## config.mk

```make
export PLATFORM = sky130hd
export DESIGN_NAME = ps2_key_fifo
export DESIGN_NICKNAME = d
export VERILOG_FILES = /design/src/rtl/ps2_key_fifo.sv
export SDC_FILE = /design/constraint.sdc
export NUM_CORES = 1
export LEC_CHECK = 0
export ABC_CLOCK_PERIOD_IN_PS = 3800
export CORE_UTILIZATION = 50
export DETAILED_ROUTE_END_ITERATION = 8
export HOLD_SLACK_MARGIN = 0.15
export PLACE_DENSITY = 0.69
export SLEW_MARGIN = 20
export SYNTH_ARGS = -nofsm -noshare
export SYNTH_HDL_FRONTEND = slang
export SYNTH_SLANG_ARGS = --single-unit
```

## constraint.sdc

```tcl
create_clock -name clock -period 3.8 [get_ports clock]
set_clock_uncertainty 0.2 [all_clocks]
set_input_delay 0.57 -clock clock [delete_from_list [all_inputs] [get_ports clock]]
set_output_delay 0.57 -clock clock [all_outputs]
set_load 0.05 [all_outputs]
```

## src/rtl/ps2_key_fifo.sv

```systemverilog
// ----------------------------------------------------------------------------
// ps2_key_fifo
//   Decodes the PS/2 set-2 byte stream (E0 extended prefix, F0 break prefix)
//   into single key events and queues them in a small first-word-fall-through
//   FIFO that the processor polls and pops at its own rate.
//
//   Event format: {is_break, is_ext, code[7:0]}
//
//   Optional build macro: PS2_KEY_FIFO_TYPEMATIC_FILTER_EN
//     When defined, typematic repeats of the currently held key are dropped
//     before they reach the FIFO (a held-key register tracks the last make).
//
// Ports:
//   clock           system clock
//   resetn          asynchronous active-low reset
//   ps2_key_pressed one-cycle strobe, ps2_key_data holds a new byte
//   ps2_key_data    received scan byte
//   rd_en           pop head event (ignored when empty)
//   rd_data         head event, 0 when empty
//   empty / full    FIFO status
//   count           number of queued events, 0..DEPTH
//   overflow        sticky drop indicator
//   clr_overflow    clears overflow (a simultaneous drop wins)
// ----------------------------------------------------------------------------
module ps2_key_fifo #(
    parameter int DEPTH  = 8,
    parameter int ADDR_W = 3
) (
    input  logic              clock,
    input  logic              resetn,
    input  logic              ps2_key_pressed,
    input  logic [7:0]        ps2_key_data,
    input  logic              rd_en,
    output logic [9:0]        rd_data,
    output logic              empty,
    output logic              full,
    output logic [ADDR_W:0]   count,
    output logic              overflow,
    input  logic              clr_overflow
);

    typedef enum logic [1:0] {
        ST_IDLE = 2'd0,
        ST_E0   = 2'd1,
        ST_F0   = 2'd2,
        ST_E0F0 = 2'd3
    } state_t;

    localparam logic [ADDR_W:0] DEPTH_C = (ADDR_W + 1)'(DEPTH);

    state_t              state_r;
    state_t              state_next_s;
    logic                ev_valid_s;
    logic [9:0]          ev_data_s;
    logic                push_ok_s;

    logic                push_valid_r;
    logic [9:0]          push_data_r;

    logic [9:0]          mem_r [DEPTH];
    logic [ADDR_W-1:0]   wr_ptr_r;
    logic [ADDR_W-1:0]   rd_ptr_r;
    logic [ADDR_W-1:0]   rd_ptr_next_s;
    logic [ADDR_W:0]     count_next_s;
    logic                do_pop_s;
    logic                do_push_s;
    logic                drop_s;
    logic                overflow_next_s;
    logic [9:0]          rd_data_next_s;

    // Decoder next-state: folds prefix bytes into one event per key code.
    always_comb begin
        state_next_s = state_r;
        ev_valid_s   = 1'b0;
        ev_data_s    = 10'd0;
        if (ps2_key_pressed) begin
            if ((ps2_key_data == 8'h00) || (ps2_key_data == 8'hFF)) begin
                // Keyboard error codes abandon any partial sequence.
                state_next_s = ST_IDLE;
            end else begin
                case (state_r)
                    ST_IDLE: begin
                        if (ps2_key_data == 8'hE0) begin
                            state_next_s = ST_E0;
                        end else if (ps2_key_data == 8'hF0) begin
                            state_next_s = ST_F0;
                        end else begin
                            ev_valid_s = 1'b1;
                            ev_data_s  = {2'b00, ps2_key_data};
                        end
                    end
                    ST_E0: begin
                        if (ps2_key_data == 8'hE0) begin
                            state_next_s = ST_E0;
                        end else if (ps2_key_data == 8'hF0) begin
                            state_next_s = ST_E0F0;
                        end else begin
                            ev_valid_s   = 1'b1;
                            ev_data_s    = {2'b01, ps2_key_data};
                            state_next_s = ST_IDLE;
                        end
                    end
                    ST_F0: begin
                        if (ps2_key_data == 8'hF0) begin
                            state_next_s = ST_F0;
                        end else if (ps2_key_data == 8'hE0) begin
                            state_next_s = ST_E0F0;
                        end else begin
                            ev_valid_s   = 1'b1;
                            ev_data_s    = {2'b10, ps2_key_data};
                            state_next_s = ST_IDLE;
                        end
                    end
                    ST_E0F0: begin
                        if ((ps2_key_data == 8'hE0) || (ps2_key_data == 8'hF0)) begin
                            state_next_s = ST_E0F0;
                        end else begin
                            ev_valid_s   = 1'b1;
                            ev_data_s    = {2'b11, ps2_key_data};
                            state_next_s = ST_IDLE;
                        end
                    end
                    default: begin
                        state_next_s = ST_IDLE;
                    end
                endcase
            end
        end else begin
            state_next_s = state_r;
        end
    end

    // Decoder state register.
    always_ff @(posedge clock or negedge resetn) begin
        if (!resetn) begin
            state_r <= ST_IDLE;
        end else begin
            state_r <= state_next_s;
        end
    end

`ifdef PS2_KEY_FIFO_TYPEMATIC_FILTER_EN
    logic       held_valid_r;
    logic       held_ext_r;
    logic [7:0] held_code_r;
    logic       held_valid_next_s;
    logic       held_ext_next_s;
    logic [7:0] held_code_next_s;
    logic       held_match_s;

    // Typematic filter: suppress repeated makes of the key currently held.
    always_comb begin
        push_ok_s         = ev_valid_s;
        held_valid_next_s = held_valid_r;
        held_ext_next_s   = held_ext_r;
        held_code_next_s  = held_code_r;
        held_match_s      = held_valid_r && (held_ext_r == ev_data_s[8])
                            && (held_code_r == ev_data_s[7:0]);
        if (ev_valid_s) begin
            if (!ev_data_s[9]) begin
                if (held_match_s) begin
                    push_ok_s = 1'b0;
                end else begin
                    held_valid_next_s = 1'b1;
                    held_ext_next_s   = ev_data_s[8];
                    held_code_next_s  = ev_data_s[7:0];
                end
            end else begin
                // Breaks always go through; a matching break releases the key.
                if (held_match_s) begin
                    held_valid_next_s = 1'b0;
                end else begin
                    held_valid_next_s = held_valid_r;
                end
            end
        end else begin
            push_ok_s = 1'b0;
        end
    end

    // Held-key register.
    always_ff @(posedge clock or negedge resetn) begin
        if (!resetn) begin
            held_valid_r <= 1'b0;
            held_ext_r   <= 1'b0;
            held_code_r  <= 8'd0;
        end else begin
            held_valid_r <= held_valid_next_s;
            held_ext_r   <= held_ext_next_s;
            held_code_r  <= held_code_next_s;
        end
    end
`else
    // Without the filter every decoded event is queued.
    always_comb begin
        push_ok_s = ev_valid_s;
    end
`endif

    // Push stage: the decoded event is written into the FIFO one edge later.
    always_ff @(posedge clock or negedge resetn) begin
        if (!resetn) begin
            push_valid_r <= 1'b0;
            push_data_r  <= 10'd0;
        end else begin
            push_valid_r <= push_ok_s;
            push_data_r  <= ev_data_s;
        end
    end

    // FIFO next-state: pointers, occupancy, overflow and next head value.
    always_comb begin
        do_pop_s        = rd_en && !empty;
        // When full, a same-cycle pop frees the slot the push needs.
        do_push_s       = push_valid_r && (!full || do_pop_s);
        drop_s          = push_valid_r && full && !do_pop_s;
        rd_ptr_next_s   = do_pop_s ? (rd_ptr_r + ADDR_W'(1)) : rd_ptr_r;
        count_next_s    = count;
        if (do_push_s && !do_pop_s) begin
            count_next_s = count + (ADDR_W + 1)'(1);
        end else if (do_pop_s && !do_push_s) begin
            count_next_s = count - (ADDR_W + 1)'(1);
        end else begin
            count_next_s = count;
        end
        if (drop_s) begin
            overflow_next_s = 1'b1;
        end else if (clr_overflow) begin
            overflow_next_s = 1'b0;
        end else begin
            overflow_next_s = overflow;
        end
        // Registered FWFT head: if the FIFO is (or becomes) otherwise empty,
        // the new head is the entry being written this very edge.
        if (count_next_s == (ADDR_W + 1)'(0)) begin
            rd_data_next_s = 10'd0;
        end else if (do_push_s && (count - (do_pop_s ? (ADDR_W + 1)'(1) : (ADDR_W + 1)'(0)))
                     == (ADDR_W + 1)'(0)) begin
            rd_data_next_s = push_data_r;
        end else begin
            rd_data_next_s = mem_r[rd_ptr_next_s];
        end
    end

    // FIFO storage; contents are qualified by count so no reset is needed.
    always_ff @(posedge clock) begin
        if (do_push_s) begin
            mem_r[wr_ptr_r] <= push_data_r;
        end else begin
            mem_r[wr_ptr_r] <= mem_r[wr_ptr_r];
        end
    end

    // FIFO control registers and registered status outputs.
    always_ff @(posedge clock or negedge resetn) begin
        if (!resetn) begin
            wr_ptr_r <= '0;
            rd_ptr_r <= '0;
            count    <= '0;
            empty    <= 1'b1;
            full     <= 1'b0;
            overflow <= 1'b0;
            rd_data  <= 10'd0;
        end else begin
            wr_ptr_r <= do_push_s ? (wr_ptr_r + ADDR_W'(1)) : wr_ptr_r;
            rd_ptr_r <= rd_ptr_next_s;
            count    <= count_next_s;
            empty    <= (count_next_s == (ADDR_W + 1)'(0));
            full     <= (count_next_s == DEPTH_C);
            overflow <= overflow_next_s;
            rd_data  <= rd_data_next_s;
        end
    end

endmodule

```

Yosys cells after proc, flatten, opt, wreduce, memory -nomap -nowiden
Memories as Yosys holds them, arrays and structs flattened. Index checks and enable logic that the tools add are counted.

Register bits: 36. RAM bits: 80. Input port bits: 13. Output and inout port bits: 17. Word-level logic and storage cells: 87. Memories kept: 1.

Add/sub/neg operators: 5. Equality and inequality tests: 9. Multiplexer cells: 39. Bitwise logic cells: 1. Reductions and logical operators: 22.

Memories: mem_r (depth 8, bits a word 10, rd ports 1, clocked after Yosys merged registers in 0, write ports 1, RTL line 60) `logic [9:0] mem_r [DEPTH];`.

Operators by type and width (count): $mux W10 (8); $pmux W10 S4 (1); $eq A8 B8 Y1 const B (3); $mux W9 (2); $mux W2 (8); $mux W8 (2); $mux W1 (13); $logic_not A4 Y1 (2); $logic_not A8 Y1 (1); $mux W4 (2); $pmux W2 S4 (1); $logic_and A1 B1 Y1 (7); $add A3 B1 Y3 const B (2); $add A4 B1 Y4 const B (1); $eq A2 B2 Y1 const B (2); $eq A4 B4 Y1 const B (1); $logic_not A1 Y1 (4); $ne A4 B4 Y1 const B (1); $reduce_and A2 Y1 (2); $sub A4 B1 Y4 (1); $sub A4 B1 Y4 const B (1); $logic_or A1 B1 Y1 (3); $mux W3 (1); $pmux W1 S3 (1); 6 further kinds (6).

Logic depth before layout (Yosys ltp)
Depth after elaboration: 10. Depth in mapped cells: 8. Mapped depth without buffers: 8.

Least setup slack after synthesis
No wires, ideal clock.

Path type: register -> register. Start point: reg empty. End point: reg rd_data[9]. Setup time: 0.082 ns. Arrival time: 2.331 ns. Data required time: 3.518 ns. Path slack: 1.186 ns. Stages on the path, launching flop included: 8. Path buffers: 0. Period minus slack after synthesis: 2.614 ns. Cell sequence: dfstp_2 > nand2b_4 > inv_8 > ha_1 > xor2_2 > nor4_2 > a22oi_1 > a22oi_2.

Word-level cells in the longest chain between the ends: 10. Elaborated cells on any way between the ends: 19. Classes of those cells: add/sub: 1; mux: 6; reduce/logical: 11; memory: 1.

RTL lines: start, declared (RTL line 35) `output logic empty,`; start signal, assigned (RTL line 268) `empty <= (count_next_s == (ADDR_W + 1)'(0));`; $logic_not A1 Y1 (*) (RTL line 213) `do_pop_s = rd_en && !empty;`; $logic_and A1 B1 Y1 (*) (RTL line 213); branches (longest 7 deep; another with $sub A4 B1 Y4); $mux W10 (*) (RTL line 235) `if (count_next_s == (ADDR_W + 1)'(0)) begin`; via rd_data_next_s[9] (RTL line 69) `logic [9:0] rd_data_next_s;`; end signal, assigned (RTL line 271) `rd_data <= rd_data_next_s;`; end, declared (RTL line 34) `output logic [9:0] rd_data,`.

Mark *: on every way through the listed nets, which the timed path passes. A chain may end at the register's enable or synchronous reset.

Worst setup path in the final report
Start point: in rd_en. End point: reg rd_data[6].

Word-level cells in the longest chain between the ends: 9. Elaborated cells on any way between the ends: 18. Classes of those cells: add/sub: 1; mux: 6; reduce/logical: 10; memory: 1.

RTL lines: start, declared (RTL line 33) `input logic rd_en,`; $logic_and A1 B1 Y1 (*) (RTL line 213); branches (longest 7 deep; another with $sub A4 B1 Y4); $mux W10 (*) (RTL line 235); via rd_data_next_s[6] (RTL line 69).

Marks and branches as above.

==> metrics.txt <==
status=complete, no violations; WP data arrival=3.01 ns; reg2reg start=empty; DIE WIDTH=99.71 µm; Buffers on Ports=29; Die Ht=99.71 µm; max cap viols=0; drt total wl=9.581 mm; Async SR Flop Fraction=31.03%; Skew-Pair Late Insertion Delay=0.51 ns; via count=2813; synthesized flop and latch total=116; met1 Usage GRT=28.79%; most used routing layer=met2; Starting Density=51.66%; crit path kind=input pin to flip-flop; Post-synth top cells=edfxtp_1 (80), dfrtp_1 (35), o22ai_1 (20); nets@finish=370; Tcrit/Tclk final=73.52%; Synth area leader=edfxtp_1; drt via density=5.694; Synth top area share=50.33%; first-pass GRT wire length=14.87 mm; Largest stage delay, worst path=0.60 ns; met2 Use GR=32.36%; synth warn=0; Setup crit end=rd_data[6]; Setup TNS=0 ns; fillcell total=671; CP cell instances=clkdlybuf4s50_1 -> nand2b_4 -> inv_8 -> ha_1 -> xor2_2 -> nor3_1 -> o21ai_2 -> or3b_1 -> a22oi_1; Syn Std Cell Area=4773 µm²; Clock Path Buffers=2; share of layout cells above drive strength 1=19.73%; initial antenna violation count=0; largest net degree at the start of global routing=37; register area share after synthesis=69.23%; r2r endpoint=rd_data[6]; synthesized instance count=300; number of global-route vias before repair=2757; WL per Instance=19.39 µm; Detailed Place HPWL=6.105 mm; Final Wtd Congestion=0.7845; CTS H-Tree Depth=4; hold buffers post-CTS=1; Synth-to-Final Area Change=21.81%; Pwr per Cell Area=918.7 nW/µm²; CTS clk-pin slew, worst paths=0.06 ns; fin crit period=2.794 ns; core area=9240 µm²; fmax=0.3580 GHz; worst slew pin tran=0.8480 ns; Post-Syn Area per Cell=15.91 µm²; Pleak=2.160 nW; Max stage delay cell, worst path=clkdlybuf4s50_1; Critical path origin=rd_en; Remaining Overflow, GRT=0; top post-synthesis cells by area=edfxtp_1 (50%), dfrtp_1 (18%), mux4_2 (4.7%), a22oi_1 (2.8%), o22ai_1 (2.6%); EDFF count, synth=80; I/O pins=30; synth unique cells=55; most common cell in the synthesized netlist=edfxtp_1; final hold vios=0; # rows=35; syn nets=318; CP Max Fanout=11; relative slew slack=43.47%; CTS Sinks=116; RSZ-0062 raised after global routing=no; Slew Viols, Final=0; iteration-0 DRC count of the detailed router=189; WHS=0.3379 ns; n_diodes=0; GR Util met3=4.638%; Setup-failing EPs final=0; Worst setup EP type=flip-flop; Most used DFF post-synth=edfxtp_1; cts bufs inserted=17; Total GRT Usage=20.93%; DRC violations left=0; postcts setup bufs=0; post-CTS sizing=0; CTS Root Cell=clkbuf_8; Final ANT Viol Nets=0; total die area=9941 µm²; drt first pass iters=5; Startpoint Class=input pin; CTS tree=yes; CP required=4.02 ns; flop-to-flop setup slack=1.02 ns; Worst R2R Path Depth=8; min-delay worst type=flip-flop to flip-flop; maximum VDD drop=0.3671 mV
-- kinds of logic (layout without fill, tap and decap cells) --
family | count (synthesis) | after routing | share of synthesized area [%]
xor gates and xnor gates | 7 | 7 | 1.835
buffers and inverters | 19 | 84 | 2.175
and+or+nand+nor | 77 | 77 | 9.934
muxes | 10 | 10 | 4.718
adders and majority gates | 5 | 5 | 1.311
AOI/OAI and AO/OA | 66 | 66 | 10.80
DFF | 116 | 116 | 69.23
-- area by class of cell --
type,instances,area [µm²],area share (%)
Inverter,11,48.80,0.8393
Tap cell,129,161.4,2.776
Clock buffer,17,414.1,7.123
Multi-Input combinational cell,165,1373,23.61
Sequential cell,116,3304,56.83
Timing Repair Buffer,41,377.9,6.499
Clock inverter,15,135.1,2.324
-- metal layers --
metal,wire (µm),part of all wire (%),vias up
met1,4343,45,1399
met2,4628,48,107
met5,0,0,-
met3,515,5.4,13
li1,-,-,1294
met4,93,0.97,0
-- how the worst min path moves through the flow --
stage	from	to	slack [ns]	depth (start not counted)
after floorplan	resetn	count[0]	0.07	0
after global placement	wr_ptr_r[0]	wr_ptr_r[0]	0.31	2
after detailed placement	state_r[1]	push_data_r[9]	0.32	1
after CTS	state_r[1]	push_data_r[9]	0.34	1
after global routing	state_r[1]	push_data_r[9]	0.36	1
final	state_r[1]	push_data_r[9]	0.34	1
-- critical path, delay by kind of cell --
family                   cells  cell delay [ns]
buffers and inverters        2             0.74
XOR/XNOR                     1             0.24
AND/OR/NAND/NOR              3             0.72
AO/OA/AOI/OAI                2             0.54
adder cells (fa/ha/maj)      1             0.20
-- cells in the final DEF, fill, tap and decap left out, types with 4 or more instances in the layout --
cell,count
clkinvlp_4,5
nor2b_1,6
nor2_1,9
nand2_1,15
xnor2_1,4
and3_1,7
nand2b_1,4
edfxtp_1,80
mux4_2,10
clkbuf_16,16
buf_4,11
dfrtp_1,35
or3b_1,9
inv_1,9
nand3_1,4
clkinv_4,5
clkdlybuf4s50_1,28
a22oi_1,18
o22ai_1,20
nor3_1,5
ha_1,5
and2_1,6
-- registers in the layout (all words and copies together), names as in the netlist, 2 cells and up --
signal	count
rd_ptr_r	3
push_data_r	10
wr_ptr_r	3
state_r	2
rd_data	10
count	4
mem_r	80
-- stage by stage --
step                total power [mW]  utilization, %  instance area [µm²]  instances  setup slack (ns)
floorplan                      3.345               -                 4773        300             1.186
global placement               3.852           56.79                 5248        461            0.6024
detailed placement             3.912           56.87                 5255        461            0.5214
CTS                            5.372           62.92                 5814        494             1.069
global route                   5.603           62.92                 5814        494            0.8493
finish                         5.342           62.92                 5814        494             1.006
-- power by group --
part / switching [mW] / internal [mW] / leakage, nW
logic: 1.21 / 0.843 / 0.722
clock network: 0.568 / 0.866 / 0.256
registers: 0.203 / 1.65 / 1.18
total: 1.98 / 3.36 / 2.16
Note: power is estimated with default switching activity, not from simulation.
